--- src/rtl/mem_port_arbiter.sv ---
`default_nettype none
// +----------------------------------------------------------------------------+
// | mem_port_arbiter                                                           |
// | Shares one 1-cycle-latency SRAM between fetch and data ports; data has     |
// | priority with a bounded streak, read data is routed back to its owner.     |
// | Revision: 1.0                                                              |
// +----------------------------------------------------------------------------+
module mem_port_arbiter #(
  parameter int AWIDTH       = 12,
  parameter int DWIDTH       = 32,
  parameter int MAX_D_STREAK = 4
) (
  input  logic                CLK,
  input  logic                RST,
  input  logic                I_REQ,
  input  logic [AWIDTH-1:0]   I_ADDR,
  output logic                I_GNT,
  output logic                I_RVALID,
  output logic [DWIDTH-1:0]   I_RDATA,
  input  logic                D_REQ,
  input  logic                D_WEN,
  input  logic [AWIDTH-1:0]   D_ADDR,
  input  logic [DWIDTH/8-1:0] D_BE,
  input  logic [DWIDTH-1:0]   D_WDATA,
  output logic                D_GNT,
  output logic                D_RVALID,
  output logic [DWIDTH-1:0]   D_RDATA,
  output logic                M_CSN,
  output logic                M_WEN,
  output logic [AWIDTH-1:0]   M_ADDR,
  output logic [DWIDTH/8-1:0] M_BE,
  output logic [DWIDTH-1:0]   M_DI,
  input  logic [DWIDTH-1:0]   M_DOUT
);

  typedef enum logic [1:0] {
    OWN_NONE = 2'd0,
    OWN_I    = 2'd1,
    OWN_D    = 2'd2
  } owner_t;

  localparam logic [3:0] c_MAX_STREAK = MAX_D_STREAK[3:0];

  owner_t     r_owner;
  owner_t     w_owner_nxt;
  logic [3:0] r_streak;
  logic [3:0] w_streak_nxt;
  logic       w_grant_i;
  logic       w_grant_d;

  always_ff @(posedge CLK or posedge RST) begin
    if (RST) begin
      r_owner  <= OWN_NONE;
      r_streak <= 4'd0;
    end else begin
      r_owner  <= w_owner_nxt;
      r_streak <= w_streak_nxt;
    end
  end

  // Fetch wins a contested cycle only once data has used up its streak allowance.
  always_comb begin
    w_grant_i = 1'b0;
    w_grant_d = 1'b0;
    if (!RST) begin
      if (I_REQ && (!D_REQ || (r_streak == c_MAX_STREAK))) begin
        w_grant_i = 1'b1;
      end else if (D_REQ) begin
        w_grant_d = 1'b1;
      end
    end
  end

  always_comb begin
    M_CSN  = 1'b1;
    M_WEN  = 1'b1;
    M_ADDR = '0;
    M_BE   = '0;
    M_DI   = '0;
    if (w_grant_i) begin
      M_CSN  = 1'b0;
      M_ADDR = I_ADDR;
    end else if (w_grant_d) begin
      M_CSN  = 1'b0;
      M_WEN  = D_WEN;
      M_ADDR = D_ADDR;
      M_BE   = D_BE;
      M_DI   = D_WDATA;
    end
  end

  always_comb begin
    w_owner_nxt  = OWN_NONE;
    w_streak_nxt = r_streak;
    if (w_grant_i) begin
      w_owner_nxt = OWN_I;
    end else if (w_grant_d && D_WEN) begin
      w_owner_nxt = OWN_D;
    end
    if (w_grant_i || !I_REQ) begin
      w_streak_nxt = 4'd0;
    end else if (w_grant_d && (r_streak < c_MAX_STREAK)) begin
      w_streak_nxt = r_streak + 4'd1;
    end
  end

  assign I_GNT    = w_grant_i;
  assign D_GNT    = w_grant_d;
  assign I_RVALID = (r_owner == OWN_I);
  assign D_RVALID = (r_owner == OWN_D);
  assign I_RDATA  = I_RVALID ? M_DOUT : '0;
  assign D_RDATA  = D_RVALID ? M_DOUT : '0;

endmodule
`default_nettype wire

--- config.mk ---
export PLATFORM = sky130hd
export DESIGN_NAME = mem_port_arbiter
export DESIGN_NICKNAME = d
export VERILOG_FILES = /design/src/rtl/mem_port_arbiter.sv
export SDC_FILE = /design/constraint.sdc
export NUM_CORES = 1
export LEC_CHECK = 0
export CORE_AREA = 8 8 77 79
export CTS_CLUSTER_DIAMETER = 120
export CTS_CLUSTER_SIZE = 25
export DETAILED_ROUTE_END_ITERATION = 10
export DIE_AREA = 0 0 85 87
export DONT_BUFFER_PORTS = 1
export GPL_ROUTABILITY_DRIVEN = 0
export PLACE_DENSITY_LB_ADDON = 0.1
export REMOVE_ABC_BUFFERS = 1
export SYNTH_ARGS = -nofsm -noshare
export SYNTH_HDL_FRONTEND = slang
export SYNTH_SLANG_ARGS = --single-unit
export TNS_END_PERCENT = 30
--- constraint.sdc ---
create_clock -name CLK -period 3.85 [get_ports CLK]
set_clock_uncertainty 0.05 [all_clocks]
set_input_delay 0.1925 -clock CLK [delete_from_list [all_inputs] [get_ports CLK]]
set_output_delay 0.1925 -clock CLK [all_outputs]
set_load 0.03 [all_outputs]
==> summary.txt, run 1 <==
Dpl cell area = 0.001156 mm²
Max transition margin = 19.70%
Syn Area/Cell = 7.402 µm²
CP required = 3.61 ns
Max stage delay on crit path = 0.76 ns
Startpoint Class = flop
ANT nets after route = 0
Clock share of power = 29.3%
DR pass1 iterations = 4
IO Port Bufs = 0
Initial antenna violation count = 0
Postcts setup bufs = 0
# IOs = 215
Multi-input gate area = 920.9 µm²
Max cap viols = 0
CTS tree = done
GR Overflow Total = 0
Cells along the critical path = inv_1, ha_1, nand3b_4, a211oi_4, a22o_1
Core box area = 0.004847 mm²
Die Ht = 87 µm
Largest net degree at the start of global routing = 53
Iteration-0 DRC Markers = 10
N_diodes = 0
Critical-path top delay cell = a211oi_4
Sequential share of the synthesized area = 13.17%
Setup Total Neg Slack = 0 ns
H-tree depth = 1
Vias per cell = 5.356
Crit path kind = flop to output pin
Post-CTS sizing = 0
Clk sinks = 6
Leak Pwr = 0.5369 nW
# nets final = 247
# rows = 26
Syn-to-layout area delta = 5.928%
Max-slew violations = 0
Count of cell types in the netlist = 21
Synth Instances = 154
Via count = 1082
Overall routing resource usage = 11.27%
Most frequent cell after synthesis = and2_1
Post-CTS Hold Buffers = 1
Layout cells sized above 1 = 6.164%
Vias in the first global route = 1169
Synth cell count leaders = and2_1, a22o_1, clkbuf_1, dfrtp_1, buf_2
WL final = 5051 µm
Top-area cell type share of the netlist area = 55.43%
Register area = 150.1 µm²
Die X = 85 µm
Sequential Power Share = 21.6%
Worst slew pin tran = 1.199 ns
Most used DFF post-synth = dfrtp_1
Comb pwr share = 49.1%
Post-synth EDFFs = 0
Final hold violation count = 0
HPWL Detailed = 4568 µm
Pwr Density = 253.5 mW/mm²
CP Max Fanout = 15
P_int = 160.7 µW
CP Capture Type = output pin
Hold WC Path Type = input pin to flop
Routed WL per cell = 25.00 µm
Leading area contributor after synthesis = and2_1
Yosys warnings = 0
Final Util = 24.91%
Initial Utilization = 23.52%
First-pass GRT wire length = 6699 µm
CTS buffer count = 3
Die Area = 0.007395 mm²
Design area = 0.001207 mm²
R2R setup slack = 2.00 ns
Status = complete, no violations
Switch share = 47.48%
Asr flop ratio synth = 100.0%
Clock Latency Late Sink = 0.21 ns
Post-synthesis instance area = 0.001140 mm²
Max VDD drop = 0.00008732 V
Root Buffer = clkbuf_8
Clock transition at path regs = 0.03 ns
Area contributors post-synth = and2_1, dfrtp_1, a22o_1, buf_2, ha_1
CP Data Arrival Time = 2.21 ns
Min cycle time layout = 2.450 ns
Max Freq = 408.2 MHz
Final setup viols = 0
Minimum hold slack = 0.05995 ns
Filler cells = 519
Total power = 306.0 µW
Period utilization = 63.63%
Net Switching = 145.3 µW
DRC = 0
CTS Buffer Depth = 2
RSZ-0062 raised after global routing = no
Seq cells post-synth = 6
path summary, 6_finish.rpt:
path                             startpoint          end  depth (start not counted)
max in group asynchronous               RST   r_owner[1]                          2
worst min register to register  r_streak[3]  r_streak[3]                          1
worst max-delay path            r_streak[0]    M_ADDR[5]                          5
min in group asynchronous               RST  r_streak[2]                          2
worst max register to register  r_streak[0]   r_owner[1]                          5
worst min-delay path                  D_WEN   r_owner[1]                          1
registers in the layout, indices dropped and copies added, names as in the netlist:
| signal | count |
|---|---|
| r_owner | 2 |
| r_streak | 4 |
layout make-up:
class / count / share of cell area, %
clock buffer: 3 / 3.420
inverter: 4 / 1.244
multi-input combinational: 132 / 76.27
sequential: 6 / 12.44
tap: 56 / 5.803
timing repair buffer: 1 / 0.8290
cells in the final DEF (no fill, tap or decap), types with 2 or more instances in the layout:
cell type and n:
and3_1 3, and2_1 101, nor2b_2 2, nor3b_1 2
clkbuf_8 3, inv_1 4, ha_1 2, a22o_1 12
dfrtp_1 6
kinds of logic after synthesis:
logic type	share of synthesized area (%)
and+or+nand+nor	63.45
muxes	0.9879
xor gates and xnor gates	0.7685
DFF	13.17
AOI/OAI and AO/OA	12.95
adders and majority gates	2.195
buffers and inverters	6.475
critical path, delay by kind of cell, from the launching register on:
kind                     cells  cell delay (ns)
AND/OR/NAND/NOR              1             0.11
buffers and inverters        1             0.09
adder cells (fa/ha/maj)      1             0.20
flip-flops                   1             0.37
AO/OA/AOI/OAI                2             1.22
through the flow:
step           setup WS, ns  std cells
3_3_place_gp          1.647        198
4_1_cts               1.330        202
6_report              1.400        202
5_1_grt               1.202        202
2_1_floorplan         1.733        142
3_5_place_dp          1.597        198
power by group through the flow:
stage               combinational, mW  sequential (mW)  clock [mW]
global placement                0.152           0.0669           0
finish                          0.150           0.0661      0.0897
global route                    0.158           0.0663      0.0966
detailed placement              0.151           0.0669           0
floorplan                       0.137           0.0665           0
CTS                             0.153           0.0661      0.0937
metal layers:
metal	share of wire [%]	track usage [%]	routed length, µm
met1	35	11.09	1748
met5	0	0	0
met3	16	6.792	807
met4	0.36	2.427	18
met2	49	19.82	2476
(Power assumes the default switching activity.)
==> inputs of run 2 (changes only) <==
Clock period 3.85 ns to 2 ns, I/O delays scaled along.
==> run 2 against run 1 <==
Compared with the run above: largest cell class unchanged; total power is 130% higher; wire length is 21% higher; via count is 25% higher; count of clock-buffer cells in the layout stayed put; sequential cell count stayed put; global-route usage is 2.4 points higher; hold slack better by 0.031 ns; final cell count is 30% higher; register-to-register slack worse by 1.5 ns.
==> summary.txt, run 2 (synthesized netlist as in run 1, its figures left out) <==
Net Switching = 313.2 µW
CTS Buffer Depth = 2
Max Freq = 522.8 MHz
Design area = 0.001752 mm²
Critical-path top delay cell = dfrtp_1
P_int = 389.6 µW
Reg-to-reg startpoint = r_streak[3]
Die Area = 0.007395 mm²
Setup Total Neg Slack = 0 ns
Max stage delay on crit path = 0.40 ns
Clk sinks = 6
Status = complete, no violations
Placed cells = 253
Layout cells sized above 1 = 34.30%
Startpoint Class = flop
Period utilization = 95.63%
Max transition margin = 78.36%
Total power = 702.8 µW
Switch share = 44.57%
Cells along the critical path = inv_2, ha_4, nand3b_4, a211oi_4, buf_6, a22o_1, buf_12
Routed WL per cell = 23.33 µm
Via count = 1356
Setup WS pre-CTS = -0.1565 ns
Max-slew violations = 0
Vias per cell = 5.156
Most common cell after layout, fill and taps aside = and2_1
CTS tree = done
# rows = 26
Cell Count, Final, Fillers Out = 263
WL final = 6136 µm
Initial antenna violation count = 0
H-tree depth = 1
Clock Latency Late Sink = 0.22 ns
Vias in the first global route = 1390
Core box area = 0.004847 mm²
CP Max Fanout = 8
Regs by FF count = r_streak x4, r_owner x2
Hold WC Path Type = input pin to flop
Root Buffer = clkbuf_8
Crit path kind = flop to output pin
Min cycle time layout = 1.913 ns
# IOs = 215
ANT nets after route = 0
CTS buffer count = 3
Max cap viols = 0
CP Launch Point = r_streak[1]
CP Data Arrival Time = 1.76 ns
CP required = 1.85 ns
DR pass1 iterations = 4
Clock share of power = 25.8%
Final setup viols = 0
Iteration-0 DRC Markers = 30
Clock transition at path regs = 0.03 ns
Die X = 85 µm
HPWL Detailed = 5103 µm
GR Overflow Total = 0
RSZ-0062 raised after global routing = no
Worst Hold Launch = RST
Die Ht = 87 µm
Syn-to-layout area delta = 53.68%
Sequential Power Share = 18.2%
Leak Pwr = 0.8667 nW
IO Port Bufs = 0
# nets final = 308
Reg with most FFs = r_streak
Dpl cell area = 0.001607 mm²
Pwr Density = 401.2 mW/mm²
Comb pwr share = 56.0%
First-pass GRT wire length = 7962 µm
DRC = 0
Largest register FFs = 4
PnR worst setup slack = 0.08732 ns
N_diodes = 0
Commonest cells after routing, fill and taps aside = and2_1, buf_4, a22o_1
CP Capture Type = output pin
Max VDD drop = 0.0001978 V
Overall routing resource usage = 13.65%
Final hold violation count = 0
Worst slew pin tran = 0.3268 ns
Initial Utilization = 23.52%
Largest net degree at the start of global routing = 34
[run 2: metal layers]
| metal | global-route usage [%] | vias to the layer above | routed length [µm] |
|---|---|---|---|
| li1 | - | 601 | - |
| met1 | 11.68 | 619 | 2021 |
| met2 | 26.49 | 131 | 3204 |
| met3 | 7.736 | 5 | 863 |
| met4 | 3.398 | 0 | 46 |
| met5 | 0 | - | 0 |
[run 2: final timing paths]
check / end / slack, ns / cells after the start
max reg2reg: r_streak[1] / 0.52 / 3
min in group asynchronous: r_streak[0] / 0.39 / 3
min reg2reg: r_streak[3] / 0.55 / 1
min: r_streak[2] / 0.09 / 3
max in group asynchronous: r_owner[1] / 1.39 / 3
max: M_ADDR[5] / 0.09 / 7
[run 2: metrics by stage]
step,hold WS (ns),utilization (%)
2_1_floorplan,-0.1507,-
3_3_place_gp,-0.07332,33.14
3_5_place_dp,-0.07183,33.14
4_1_cts,0.03605,35.21
5_1_grt,0.09569,36.14
6_report,0.09084,36.14
[run 2: area by class of cell]
class,count,area [µm²]
fillers,487,3095
multi-input cells,134,968.4
repair buffers,60,506.7
flip-flops and latches,6,150.1
well taps,56,70.07
clock buffers,3,41.29
inverters,4,15.01
[run 2: power groups by stage]
stage                     Clock, mW  Combinational, mW  Sequential [mW]
after CTS                     0.186              0.389            0.127
after floorplan                   0              0.264            0.128
after global routing          0.196              0.412            0.128
final                         0.182              0.394            0.128
after global placement            0              0.375            0.129
after detailed placement          0              0.376            0.129
[run 2: what timing repair did]
| action | 4_1_cts | 5_1_grt |
|---|---|---|
| cloned | 1 | 2 |
| hold buffers | 3 | 0 |
| endpoints found under the setup margin | 50 | 34 |
| hold endpoints to repair | 10 | 0 |
| pin swaps | 0 | 4 |
| gates resized for setup | 3 | 8 |
| setup buffers | 0 | 1 |
[run 2: worst max-delay path: cells and delay by family, from the launching register on]
kind | cells | cell delay, ns
compound gates | 2 | 0.48
buf+inv | 3 | 0.38
fa+ha+maj | 1 | 0.14
simple gates | 1 | 0.14
flops | 1 | 0.40
